===== src/rtl/round_robin_fetcher.sv =====
// round_robin_fetcher: per-warp fetch controller.
// Holds pc / active mask / state for every warp and issues one instruction-
// cache request per handshake. Warps are granted round-robin among READY
// warps; an issued warp waits for decode to return its next pc (or a stop).
// New warps are allocated through the init interface (lowest IDLE index).

module round_robin_fetcher #(
  parameter int NumWarps  = 8,
  parameter int WarpWidth = 32,
  parameter int PcWidth   = 32,
  parameter int WidWidth  = $clog2(NumWarps)
) (
  input  logic                 clk_i,
  input  logic                 rst_ni,
  // warp start interface
  input  logic                 init_valid_i,
  output logic                 init_ready_o,
  input  logic [PcWidth-1:0]   init_pc_i,
  input  logic [WarpWidth-1:0] init_act_mask_i,
  output logic [WidWidth-1:0]  init_warp_id_o,
  // instruction cache request interface
  input  logic                 ic_ready_i,
  output logic                 fe_valid_o,
  output logic [PcWidth-1:0]   fe_pc_o,
  output logic [WarpWidth-1:0] fe_act_mask_o,
  output logic [WidWidth-1:0]  fe_warp_id_o,
  // decode feedback
  input  logic                 dec_valid_i,
  input  logic [WidWidth-1:0]  dec_warp_id_i,
  input  logic [PcWidth-1:0]   dec_next_pc_i,
  input  logic [WarpWidth-1:0] dec_act_mask_i,
  input  logic                 dec_stop_i,
  // status
  output logic                 busy_o
);

  typedef enum logic [1:0] {
    WARP_IDLE    = 2'd0,
    WARP_READY   = 2'd1,
    WARP_WAITING = 2'd2
  } warp_state_e;

  // Per-warp architectural state.
  warp_state_e          state_q [NumWarps];
  warp_state_e          state_d [NumWarps];
  logic [PcWidth-1:0]   pc_q    [NumWarps];
  logic [PcWidth-1:0]   pc_d    [NumWarps];
  logic [WarpWidth-1:0] mask_q  [NumWarps];
  logic [WarpWidth-1:0] mask_d  [NumWarps];

  // Arbitration state: round-robin pointer and the held (locked) selection.
  logic [WidWidth-1:0]  rr_q, rr_d;
  logic                 lock_q, lock_d;
  logic [WidWidth-1:0]  lock_id_q, lock_id_d;

  // Decoded status vectors.
  logic [NumWarps-1:0]  idle_vec;
  logic [NumWarps-1:0]  ready_vec;
  logic [NumWarps-1:0]  ready_rot;

  // Allocation and arbitration results.
  logic                 alloc_found;
  logic [WidWidth-1:0]  alloc_id;
  logic                 cand_found;
  logic [WidWidth-1:0]  cand_offs;
  logic [WidWidth:0]    cand_sum;
  logic [WidWidth-1:0]  cand_id;
  logic [WidWidth-1:0]  sel_id;
  logic                 fe_valid;

  // Handshake / event strobes.
  logic                 init_hs;
  logic                 fetch_hs;
  logic                 dec_hit;

  // Decode per-warp state into IDLE / READY bit vectors.
  always_comb begin
    for (int w = 0; w < NumWarps; w++) begin
      idle_vec[w]  = (state_q[w] == WARP_IDLE);
      ready_vec[w] = (state_q[w] == WARP_READY);
    end
  end

  // Lowest-index IDLE warp: the slot the next init handshake fills.
  always_comb begin
    // NOTE: every combinational output gets a default before any branch;
    // a path that leaves a variable unassigned would infer a latch.
    alloc_found = 1'b0;
    alloc_id    = '0;
    for (int w = 0; w < NumWarps; w++) begin
      if (idle_vec[w] && !alloc_found) begin
        alloc_found = 1'b1;
        alloc_id    = WidWidth'(w);
      end
    end
  end

  // Round-robin candidate: rotate READY bits so the pointer sits at bit 0,
  // take the first set bit, then map the offset back to a warp index.
  always_comb begin
    ready_rot  = NumWarps'({ready_vec, ready_vec} >> rr_q);
    cand_found = 1'b0;
    cand_offs  = '0;
    for (int i = 0; i < NumWarps; i++) begin
      if (ready_rot[i] && !cand_found) begin
        cand_found = 1'b1;
        cand_offs  = WidWidth'(i);
      end
    end
    cand_sum = {1'b0, rr_q} + {1'b0, cand_offs};
    if (cand_sum >= (WidWidth+1)'(NumWarps)) begin
      cand_sum = cand_sum - (WidWidth+1)'(NumWarps);
    end
    cand_id = cand_sum[WidWidth-1:0];
  end

  // A stalled request keeps its warp: the locked id overrides the scan so
  // newly READY warps cannot change the request while ic_ready_i is low.
  assign sel_id   = lock_q ? lock_id_q : cand_id;
  assign fe_valid = cand_found | lock_q;

  assign init_hs  = init_valid_i & alloc_found;
  assign fetch_hs = fe_valid & ic_ready_i;
  // Feedback only counts for a warp that actually has a request in flight.
  assign dec_hit  = dec_valid_i & (state_q[dec_warp_id_i] == WARP_WAITING);

  // Outputs: request data straight from the selected warp's registers.
  assign fe_valid_o     = fe_valid;
  assign fe_warp_id_o   = fe_valid ? sel_id         : '0;
  assign fe_pc_o        = fe_valid ? pc_q[sel_id]   : '0;
  assign fe_act_mask_o  = fe_valid ? mask_q[sel_id] : '0;
  assign init_ready_o   = alloc_found;
  assign init_warp_id_o = alloc_id;
  assign busy_o         = ~(&idle_vec);

  // Next pointer and lock: advance past the granted warp, hold on stall.
  always_comb begin
    rr_d      = rr_q;
    lock_d    = lock_q;
    lock_id_d = lock_id_q;
    if (fetch_hs) begin
      rr_d   = (sel_id == WidWidth'(NumWarps - 1)) ? '0 : sel_id + WidWidth'(1);
      lock_d = 1'b0;
    end else if (fe_valid) begin
      lock_d    = 1'b1;
      lock_id_d = sel_id;
    end
  end

  // Per-warp next state. Init targets an IDLE warp, fetch a READY one and
  // decode a WAITING one, so the three updates never collide.
  always_comb begin
    for (int w = 0; w < NumWarps; w++) begin
      state_d[w] = state_q[w];
      pc_d[w]    = pc_q[w];
      mask_d[w]  = mask_q[w];
    end
    if (init_hs) begin
      state_d[alloc_id] = WARP_READY;
      pc_d[alloc_id]    = init_pc_i;
      mask_d[alloc_id]  = init_act_mask_i;
    end
    if (fetch_hs) begin
      state_d[sel_id] = WARP_WAITING;
    end
    if (dec_hit) begin
      if (dec_stop_i) begin
        // pc / mask of a freed warp are left as-is; the next init overwrites them.
        state_d[dec_warp_id_i] = WARP_IDLE;
      end else begin
        state_d[dec_warp_id_i] = WARP_READY;
        pc_d[dec_warp_id_i]    = dec_next_pc_i;
        mask_d[dec_warp_id_i]  = dec_act_mask_i;
      end
    end
  end

  // Per-warp state, pc and mask registers.
  always_ff @(posedge clk_i or negedge rst_ni) begin
    if (!rst_ni) begin
      // NOTE: the pc / mask arrays are reset too, so the request data and a
      // freshly reset warp never expose uninitialised contents.
      for (int w = 0; w < NumWarps; w++) begin
        state_q[w] <= WARP_IDLE;
        pc_q[w]    <= '0;
        mask_q[w]  <= '0;
      end
    end else begin
      // NOTE: sequential state uses non-blocking assignments so every
      // register samples the pre-edge value of its next-state logic.
      for (int w = 0; w < NumWarps; w++) begin
        state_q[w] <= state_d[w];
        pc_q[w]    <= pc_d[w];
        mask_q[w]  <= mask_d[w];
      end
    end
  end

  // Round-robin pointer and lock registers.
  always_ff @(posedge clk_i or negedge rst_ni) begin
    if (!rst_ni) begin
      rr_q      <= '0;
      lock_q    <= 1'b0;
      lock_id_q <= '0;
    end else begin
      rr_q      <= rr_d;
      lock_q    <= lock_d;
      lock_id_q <= lock_id_d;
    end
  end

endmodule


===== config.mk =====
export PLATFORM = sky130hd
export DESIGN_NAME = round_robin_fetcher
export DESIGN_NICKNAME = d
export VERILOG_FILES = /design/src/rtl/round_robin_fetcher.sv
export SDC_FILE = /design/constraint.sdc
export NUM_CORES = 1
export LEC_CHECK = 0
export CORE_UTILIZATION = 25
export DETAILED_ROUTE_END_ITERATION = 10
export HOLD_SLACK_MARGIN = 0.05
export PLACE_DENSITY = 0.48
export SLEW_MARGIN = 20
export SYNTH_ARGS = -nofsm -noshare
export SYNTH_HDL_FRONTEND = slang
export SYNTH_SLANG_ARGS = --single-unit

===== constraint.sdc =====
create_clock -name clk_i -period 5.89 [get_ports clk_i]
set_input_delay 1.178 -clock clk_i [delete_from_list [all_inputs] [get_ports clk_i]]
set_output_delay 1.178 -clock clk_i [all_outputs]
set_load 0.02 [all_outputs]

# Word-level counts from Yosys, hierarchy flattened
# Cells that the tools add are included.
[totals]
input_bits = 137
elab_cells = 181
output_inout_bits = 73
regBits = 535
[op_classes]
addsub = 3
n_lt_le_gt_ge = 7
reduce_logical = 42
bitwise = 20
n_eq_ne = 10
n_shift = 1
mux = 71
[op_table]
columns = ["operator", "count"]
rows = [
  ["$mux W256", 6],
  ["$bwmux W256", 4],
  ["$mux W32", 8],
  ["$bmux W32 S3", 2],
  ["$demux W32 S3", 2],
  ["$mux W16", 4],
  ["$mux W3", 16],
  ["$and A8 B8 Y8", 3],
  ["$not A8 Y8", 3],
  ["$or A8 B8 Y8", 3],
  ["$mux W1", 20],
  ["$demux W2 S3", 3],
  ["$logic_and A1 B1 Y1", 17],
  ["$and A16 B16 Y16", 1],
  ["$eq A2 B1 Y1 const B", 8],
  ["$ge A4 B4 Y1 const B", 4],
  ["$logic_not A2 Y1", 8],
  ["$not A16 Y16", 1],
  ["$shr A16 B3 Y8", 1],
  ["$logic_not A1 Y1", 14],
  ["$lt A4 B1 Y1 const B", 3],
  ["$not A3 Y4", 3],
  ["$mux W2", 5],
  ["$reduce_and A8 Y1", 1],
  ["other kinds (11)", 14],
]

# Depth between registers and ports, before layout
# Gate-level depths: netlist of the first run.
[logic_depth]
depth_word = 39
mapped_depth = 22
mapped_depth_nobuf = 17

# Worst setup path before layout of the first run
# Ideal clock, no wire load.
[synth_timing]
kind = "register to output"
start = "reg rr_q[2]"
end = "out fe_act_mask_o[31]"
path_slack_ps = -70
required_ps = 4712
path_buffers = 4
arrival_time_ps = 4782
stages_incl_launch_ff = 22
path_cell_list = "dfrtp_1 > buf_2 > buf_2 > or3b_2 > a2111oi_0 > a31oi_1 > a211oi_1 > a31oi_1 > a211o_1 > o21ai_0 > ha_1 > inv_1 > fa_1 > nand2_1 > o21ai_1 > inv_1 > clkbuf_1 > clkbuf_1 > nand2_1 > nand3_1 > nand2_1 > a221oi_1"
[synth_between]
elab_chain_len = 32
elab_cells_between_ends = 41
classes_between = "2 x add/sub; 1 x order compare; 1 x shift; 21 x mux; 2 x bitwise; 14 x reduce/logical"
[synth_lines]
columns = ["item", "line", "text"]
rows = [
  ["from (decl)", "52", "logic [WidWidth-1:0] rr_q, rr_d;"],
  ["from (signal assigned)", "206", "rr_q <= rr_d;"],
  ["$shr A16 B3 Y8", "101", "ready_rot = NumWarps'({ready_vec, ready_vec} >> rr_q);"],
  ["$mux W1", "105", "if (ready_rot[i] && !cand_found) begin"],
  ["$logic_not A1 Y1", "105", ""],
  ["$logic_and A1 B1 Y1", "105", ""],
  ["$mux W1", "105", ""],
  ["$logic_not A1 Y1", "105", ""],
  ["$logic_and A1 B1 Y1", "105", ""],
  ["$mux W1", "105", ""],
  ["(+15 left out)", "n/a", ""],
  ["$add A3 B3 Y4", "110", "cand_sum = {1'b0, rr_q} + {1'b0, cand_offs};"],
  ["$ge A4 B4 Y1 / $sub A3 B1 Y3 (equally long branches)", "111, 112", ""],
  ["$mux W3", "111", "if (cand_sum >= (WidWidth+1)'(NumWarps)) begin"],
  ["$mux W3", "119", "assign sel_id = lock_q ? lock_id_q : cand_id;"],
  ["$not A3 Y4 (not written as such)", "131", "assign fe_act_mask_o = fe_valid ? mask_q[sel_id] : '0;"],
  ["$bmux W32 S3", "131", ""],
  ["$mux W32 (not written as such) (2 in a row)", "131", ""],
  ["$mux W32 (*)", "131", ""],
  ["to (decl)", "25", "output logic [WarpWidth-1:0] fe_act_mask_o,"],
]
# Every way passes the cells marked *; elsewhere a longest branch is shown, timed or not. The select of a mux whose other input is x is not followed.

# Worst setup path after layout of the first run
[layout_timing]
start = "reg rr_q[2]"
end = "out fe_pc_o[23]"
[layout_between]
elab_chain_len = 32
elab_cells_between_ends = 41
classes_between = "2 x add/sub; 1 x order compare; 1 x shift; 21 x mux; 2 x bitwise; 14 x reduce/logical"
[layout_lines]
columns = ["item", "line", "text"]
rows = [
  ["$shr A16 B3 Y8", "101", ""],
  ["$mux W1", "105", ""],
  ["$logic_not A1 Y1", "105", ""],
  ["$logic_and A1 B1 Y1", "105", ""],
  ["$mux W1", "105", ""],
  ["$logic_not A1 Y1", "105", ""],
  ["$logic_and A1 B1 Y1", "105", ""],
  ["$mux W1", "105", ""],
  ["(+15 left out)", "n/a", ""],
  ["$add A3 B3 Y4", "110", ""],
  ["$ge A4 B4 Y1 / $sub A3 B1 Y3 (equally long branches)", "111, 112", ""],
  ["$mux W3", "111", ""],
  ["$mux W3", "119", ""],
  ["$not A3 Y4 (not written as such)", "130", "assign fe_pc_o = fe_valid ? pc_q[sel_id] : '0;"],
  ["$bmux W32 S3", "130", ""],
  ["$mux W32 (not written as such) (2 in a row)", "130", ""],
  ["$mux W32 (*)", "130", ""],
  ["to (decl)", "24", "output logic [PcWidth-1:0] fe_pc_o,"],
]
# Marked as above.

==> results list, run 1 <==
- The run finished, with violations left.
* Failing checks: negative setup slack
- Clock edge transition at the registers on the reported setup and hold paths: 0.06 ns
* Pre-CTS setup slack: -0.290 ns
* Sequential standard cell area: 0.0134 mm^2
- The number of hold buffers added after CTS was 0.
- Synthesis produced a netlist with a net count of 3829.
* Global-route wire length before repair: 179000 um
- List of cells traversed by the critical path: or3b_4 -> a2111oi_4 -> a31oi_1 -> buf_4 -> nand2b_1 -> a31oi_1 -> a211o_1 -> o21ai_1 -> ha_2 -> inv_2 -> fa_2 -> xor2_2 -> o21a_2 -> a211oi_4 -> buf_6 -> buf_6 -> o21ai_4 -> buf_6 -> buf_6 -> a221oi_2 -> buf_4 -> buf_6
* Count of final hold-check violations: 0
- CP endpoint kind: output port
- For the pin with the worst max-slew slack, the measured transition is 1.14 ns.
- The die is 354 um tall.
- In this run the worst path has a maximum fanout of 5.
- Measured along the x axis, the die boundary spans 354 um.
- Yosys mapped a number of flops with a built-in enable equal to 0.
- Yosys reg bits: 535
* Highest cell delay on the worst timing path: 0.43 ns
- Unrepaired setup endpoints after global routing: true
- 210 I/O pins were placed.
- Req. time, crit path: 4.71 ns
- After floorplanning, the core was sized to cover 0.122 mm^2.
- TritonCTS built the clock tree.
* Via count of the first global-routing pass: 26200
- Area of combinational cells with multiple inputs: 0.0168 mm^2
* Maximum number of pins on one net before global-route repair: 130
- In the finished design, the share of the clock period the worst path needs comes to 104%.
* Most used DFF post-synth: sky130_fd_sc_hd__dfrtp_1
- Post-layout nets: 3995
* Worst hold path type: register to register
* Tmin final: 6.10 ns
- The initial antenna violation count was 15.
- Sequential elements use 43.3% of the synthesized area.
- On the final layout, the worst clock skew is 0.0286 ns.
* PortBufs: 209
* Mean cell area of the mapped netlist: 8.38 um^2
- Total of warnings raised by yosys: 0
- The floorplan has 128 rows.
- The total overflow left after global routing is 0.
* Depth of the CTS H-tree: 3
- In the routed layout, each cell is associated on average with a via count of 4.86.
- HPWL Detailed: 71600 um
* Fraction of layout instances using a drive strength above 1: 16.7%
- After synthesis, the share of flip-flops with an asynchronous set or reset is 100%.
- For the worst-skew pair, the clock arrives at the later sink with an insertion delay of 0.64 ns.
- Clock root cell: sky130_fd_sc_hd__clkbuf_16
* DRT Pass-1 Iters: 5
* Area added between synthesis and finish: 29.7%
* CP Launch Type: register
- Routed len/inst: 22.0 um
- Number of max-cap violations: 0
- Total via count in the routed design: 26900
- Fill cells: 12700
- Maximum clock insertion buffer count: 3
* Max Freq: 164 MHz
* Final Setup Violations: 62
* Weighted congestion reported at the end of routability-driven placement: 0.842
- In this run, the number of DRC markers left after iteration 0 of detailed routing was 1826.
- Number of buffers created by CTS: 72
- The die covers 0.125 mm^2.
* Slew Limit Headroom: 24.2%
- Clock tree synthesis found a total of 535 sinks.
- Combined global-route utilization of all metal layers: 18.9%
- Counting stages on the worst path, the most repeated cell is sky130_fd_sc_hd__buf_6.
- After detailed routing, the number of remaining DRC violations is 0.
- Data arrival at the endpoint of the critical path: 4.93 ns
- The number of pins with negative max-slew slack in the final report is 0.
* Starting utilization of the core area: 25.3%
* Overall routed net length: 122000 um
* Slowest CP cell: sky130_fd_sc_hd__or3b_4
- Post-detailed-route count of antenna-violating nets: 0
- Synthesis handed over a netlist of 3689 instances.
* Yosys cell types: 67
- Worst-case setup margin in the final layout: -0.213 ns
- In this run the cell area of the synthesized design comes to 0.0309 mm^2.
- Path type of the worst setup path: register to output port
[synthesized netlist by cell type, drive strengths merged (17+ instances only)]
| library cell | n | share of area [%] |
|---|---|---|
| o21ai | 268 | 4.3 |
| buf | 68 | 1.0 |
| mux2i | 583 | 19 |
| dfrtp | 535 | 43 |
| a221oi | 26 | 0.74 |
| nor2 | 338 | 4.1 |
| nand2 | 791 | 9.6 |
| nand3 | 292 | 4.7 |
| o31ai | 26 | 0.63 |
| nor3 | 17 | 0.28 |
| a21oi | 260 | 4.2 |
| clkbuf | 347 | 4.5 |
[final cells by class]
type                       count  share of cell area (%)
antenna                        2                  0.0125
clock buffer                 109                    5.35
timing repair buffer         507                    13.6
inverter                      14                   0.197
tap                         1625                    5.07
multi-input combinational   2725                    42.0
sequential                   535                    33.4
clock inverter                15                   0.421
[worst paths after layout]
kind / startpoint / end / slack (ns) / cells past startpoint
max in group asynchronous: rst_ni / mask_q[57] / 4.03 / 2
setup / recovery: rr_q[2] / fe_pc_o[23] / -0.21 / 22
hold reg to reg: pc_q[71] / pc_q[71] / 0.55 / 2
setup reg to reg: rr_q[2] / state_q[1] / 1.65 / 20
hold / removal: pc_q[71] / pc_q[71] / 0.55 / 2
min in group asynchronous: rst_ni / mask_q[36] / 0.58 / 1
[cells in the final DEF (no fill, tap or decap), types with 7 or more instances in the layout]
| master | netlist | routed |
|---|---|---|
| sky130_fd_sc_hd__a21oi_1 | 260 | 260 |
| sky130_fd_sc_hd__clkbuf_8 | 0 | 12 |
| sky130_fd_sc_hd__o22ai_1 | 8 | 7 |
| sky130_fd_sc_hd__nor3_2 | 0 | 8 |
| sky130_fd_sc_hd__buf_16 | 0 | 9 |
| sky130_fd_sc_hd__a31oi_1 | 7 | 7 |
| sky130_fd_sc_hd__nor2b_1 | 8 | 7 |
| sky130_fd_sc_hd__clkinv_2 | 0 | 9 |
| sky130_fd_sc_hd__o31ai_1 | 26 | 16 |
| sky130_fd_sc_hd__buf_4 | 0 | 214 |
| sky130_fd_sc_hd__o21ai_0 | 199 | 198 |
| sky130_fd_sc_hd__nor3_1 | 17 | 9 |
| sky130_fd_sc_hd__nand2_1 | 791 | 754 |
| sky130_fd_sc_hd__o21ai_1 | 69 | 67 |
| sky130_fd_sc_hd__nand2_2 | 0 | 33 |
| sky130_fd_sc_hd__nor2_1 | 338 | 333 |
| sky130_fd_sc_hd__mux2i_1 | 583 | 572 |
| sky130_fd_sc_hd__dfrtp_1 | 535 | 535 |
| sky130_fd_sc_hd__clkdlybuf4s50_1 | 0 | 142 |
| sky130_fd_sc_hd__clkbuf_1 | 283 | 21 |
| sky130_fd_sc_hd__buf_6 | 2 | 74 |
| sky130_fd_sc_hd__nand3_2 | 0 | 48 |
| sky130_fd_sc_hd__clkbuf_16 | 0 | 83 |
| sky130_fd_sc_hd__a221oi_2 | 0 | 15 |
| sky130_fd_sc_hd__buf_8 | 0 | 10 |
| sky130_fd_sc_hd__nand3_1 | 292 | 244 |
| sky130_fd_sc_hd__mux2i_4 | 0 | 8 |
| sky130_fd_sc_hd__buf_12 | 0 | 48 |
| sky130_fd_sc_hd__inv_1 | 13 | 10 |
| sky130_fd_sc_hd__a221oi_4 | 0 | 11 |
[what timing repair did]
item                                    CTS  global route
endpoints found under the setup margin   66            66
pin swaps                                26            66
setup buffers                            39            45
endpoints found under the hold margin     0             0
cloned                                    5             8
resized for setup                       348           218
[state kept, by name, indices dropped and copies added, names as in the netlist]
name       flops
lock_id_q      3
pc_q         256
state_q       16
lock_q         1
mask_q       256
rr_q           3
[routing by layer]
metal  GRT usage [%]  up-vias  part of all wire [%]
met5               0        -                  0.14
met4            5.22       26                   2.1
met3            2.94      174                   4.7
met2            30.5      670                    47
met1            25.9    13100                    46
li1                -    12900                     -
[stage by stage]
step	instance area, um^2	utilization, %	hold WS [ns]	setup TNS, ns	instances
2_1_floorplan	31100	-	0.495	0	3689
3_3_place_gp	35700	29.2	0.531	-12.77	5313
3_5_place_dp	35700	29.2	0.537	-11.24	5313
4_1_cts	38700	31.7	0.554	-7.22	5479
5_1_grt	40100	32.8	0.566	-22.73	5532
6_report	40100	32.8	0.551	-6.38	5532
[worst max-delay path, delay by kind of cell, from the launching register on]
family | cells | cell delay, ns
fa+ha+maj | 2 | 0.58
xor+xnor | 1 | 0.17
simple gates | 2 | 0.50
buf+inv | 8 | 1.10
flops | 1 | 0.41
compound gates | 9 | 1.53
[logic make-up after synthesis]
kind of cell | count (synthesis) | synth area share, %
XOR/XNOR | 3 | 0.0850
AND/OR/NAND/NOR | 1498 | 20.1
buffers and inverters | 429 | 5.66
AO/OA/AOI/OAI | 630 | 11.3
adder cells (fa/ha/maj) | 3 | 0.146
multiplexers | 591 | 19.4
flip-flops | 535 | 43.3
Power of run 1 is not shown: default switching activity piles up to over one toggle a cycle in this logic, so the estimate is an artifact.
==> inputs of run 2 (changes only) <==
--- a/config.mk
+++ b/config.mk
@@ -6,6 +6,8 @@
 export NUM_CORES = 1
 export LEC_CHECK = 0
 export CORE_UTILIZATION = 25
+export CTS_BUF_LIST = sky130_fd_sc_hd__clkbuf_4 sky130_fd_sc_hd__clkbuf_8 sky130_fd_sc_hd__clkbuf_16
+export CTS_CLUSTER_DIAMETER = 100
 export DETAILED_ROUTE_END_ITERATION = 10
 export HOLD_SLACK_MARGIN = 0.05
 export PLACE_DENSITY = 0.48
==> run 2 against run 1 <==
Effect of this change: the flow still finishes with violations (negative setup slack); critical path type unchanged; non-clock buffer count shrank 1; via count is 0.30% lower; die area is the same; design area grew 0.21%; utilization increased by 0.070 points; worst hold slack gained 0.0018 ns; wire length hardly changed; critical endpoint unchanged; clock-buffer cell count unchanged; sequential share of layout area down 0.071 points.
==> results list, run 2 (synthesis gave the netlist of run 1 again) <==
* Status: complete, but fails checks
- Failing checks: negative setup slack
- Slowest CP cell: sky130_fd_sc_hd__or3b_4
- The largest registers in the layout are mask_q (256), pc_q (256), state_q (16).
- Worst hold path depth: 2
- In this run the clock root is driven by a sky130_fd_sc_hd__clkbuf_16.
* Die X-Extent: 354 um
- Leaving out fill and tap cells, the most frequent cells in the layout are sky130_fd_sc_hd__nand2_1 (754), sky130_fd_sc_hd__mux2i_1 (572), sky130_fd_sc_hd__dfrtp_1 (535), sky130_fd_sc_hd__nor2_1 (333), sky130_fd_sc_hd__a21oi_1 (260).
- The smallest clock period supported by the final layout is computed as 6.11 ns.
- Worst-case setup margin in the final layout: -0.215 ns
* CP endpoint kind: output port
- The die is 354 um tall.
- Slew at the pin closest to its max-slew limit: 1.13 ns
* Count of final hold-check violations: 0
- Clock skew on the completed layout was measured at 0.0298 ns.
* Ports placed on the boundary: 210
- Across the run, the number of max-cap violations was 0.
- Slew Limit Headroom: 24.3%
* Unrepaired setup endpoints after global routing: true
* Critical R2R Capture: state_q[1]
- Maximum clock insertion buffer count: 3
- Fraction of layout instances using a drive strength above 1: 17.2%
* CP Launch Type: register
- Number of hold-repair buffers added at the cts stage: 0
- For this configuration, the core starts out at a cell density of 25.3%.
* Req. time, crit path: 4.71 ns
* Number of sinks on the clock net: 535
* Summed negative setup slack over all endpoints: -5.96 ns
* Count of routing violations after the opening detailed-route iteration: 1934
- Summing over every cut layer, the via total after detailed routing is 26800.
* Worst hold path type: register to register
* Library cell appearing most often on the critical path: sky130_fd_sc_hd__buf_4
* Mean number of vias per cell: 4.85
- Maximum number of pins on one net before global-route repair: 130
- Number of buffers created by CTS: 72
- The floorplan step defined a core boundary enclosing 0.122 mm^2.
- Final Setup Violations: 60
- Reg2Reg Depth: 20
- Area added between synthesis and finish: 30.0%
- For this run, the number of standard cells in the final layout without fillers is 5531.
* Post-layout nets: 3994
- Depth of the CTS H-tree: 3
* Critical Path Fanout Max: 10
- Buffers plus inverters on the worst setup path: 9
* Routed len/inst: 22.0 um
- The via count of the first global-routing pass came to 26200.
* Worst setup path startpoint: rr_q[2]
- List of cells traversed by the critical path: or3b_4 -> a2111oi_4 -> a31oi_1 -> buf_4 -> nand2b_1 -> a31oi_1 -> a211o_1 -> o21ai_1 -> ha_2 -> inv_2 -> fa_2 -> xor2_2 -> nor3_2 -> buf_4 -> a211oi_4 -> buf_6 -> buf_4 -> buf_12 -> buf_6 -> o31ai_1 -> a221oi_2 -> buf_4 -> buf_6
- Cell family with the largest share of critical-path delay: compound AO/OA/AOI/OAI gates
- Overall routed net length: 122000 um
- Data arrival at the endpoint of the critical path: 4.93 ns
* HPWL Detailed: 71600 um
* Terminating pin of the worst hold path: pc_q[24]
- Timing analysis after detailed placement gives a worst setup slack of -0.290 ns.
* Max Freq: 164 MHz
* Worst r2r src: rr_q[2]
- Clock latency on the worst-skew pair, taken at its later pin, is 0.64 ns.
- Die outline area: 0.125 mm^2
* Weighted congestion reported at the end of routability-driven placement: 0.842
* Flop-to-flop setup slack: 1.66 ns
* Post-detailed-route count of antenna-violating nets: 0
* Tcrit/Tclk final: 104%
- The worst setup path is of the register to output port kind.
- Launch point of the worst hold path: pc_q[24]
- Floorplan row count: 128
* Initial antenna violation count: 15
- Most common cell after layout, fill and taps aside: sky130_fd_sc_hd__nand2_1
- TritonCTS built the clock tree.
- GRT overflow: 0
* Residual DRC: 0
* Combined global-route utilization of all metal layers: 18.9%
* Highest cell delay on the worst timing path: 0.43 ns
- Counting tap cells, the placed design contains a total of 5313 instances.
* PortBufs: 209
- The number of pins with negative max-slew slack in the final report came to 0.
- The first global-routing pass estimated 179000 um of wire.
- DRT Pass-1 Iters: 5
- Clock-pin slew was measured on the worst setup and hold paths at 0.05 ns.
==> run 2: timing repair <==
action	CTS	global route
endpoints found under the setup margin	66	66
setup buffers	38	45
resized for setup	349	217
pin swaps	26	66
gates cloned	5	8
==> run 2: worst max-delay path by stage <==
stage	to	cells past startpoint	slack, ns
finish	fe_pc_o[23]	23	-0.22
CTS	fe_pc_o[15]	21	-0.25
global placement	fe_pc_o[30]	19	-0.33
detailed placement	fe_act_mask_o[7]	18	-0.29
floorplan	fe_act_mask_o[31]	21	0.11
global route	fe_pc_o[23]	21	-0.48
==> run 2: cell type report <==
cell class              instances  area [um^2]
well taps                    1625         2030
clock inverters                15          169
inverters                      14         78.8
diodes                          2         5.00
repair buffers                506         5450
multi-input cells            2725        16800
fillers                     12700        82000
clock buffers                 109         2220
flip-flops and latches        535        13400
==> run 2: metal layers <==
| layer | up-vias | GRT usage, % | routed length [um] |
|---|---|---|---|
| li1 | 12900 | - | - |
| met1 | 13100 | 25.9 | 56200 |
| met5 | - | 0 | 166 |
| met3 | 164 | 2.94 | 5350 |
| met4 | 26 | 5.22 | 2610 |
| met2 | 614 | 30.5 | 57600 |
==> run 2: through the flow <==
stage | hold slack [ns] | instance area, um^2 | utilization [%]
global placement | 0.531 | 35700 | 29.2
global route | 0.566 | 40200 | 32.9
floorplan | 0.495 | 31100 | -
CTS | 0.554 | 38800 | 31.8
detailed placement | 0.537 | 35700 | 29.2
finish | 0.553 | 40200 | 32.9
==> run 2: worst reg2reg max path, delay by kind of cell, from the launching register on <==
kind | cells | cell delay, ns
fa+ha+maj | 2 | 0.58
compound gates | 8 | 1.61
buf+inv | 6 | 0.77
flops | 1 | 0.41
xor+xnor | 1 | 0.17
simple gates | 3 | 0.58
Power of run 2 is left out for the same reason.
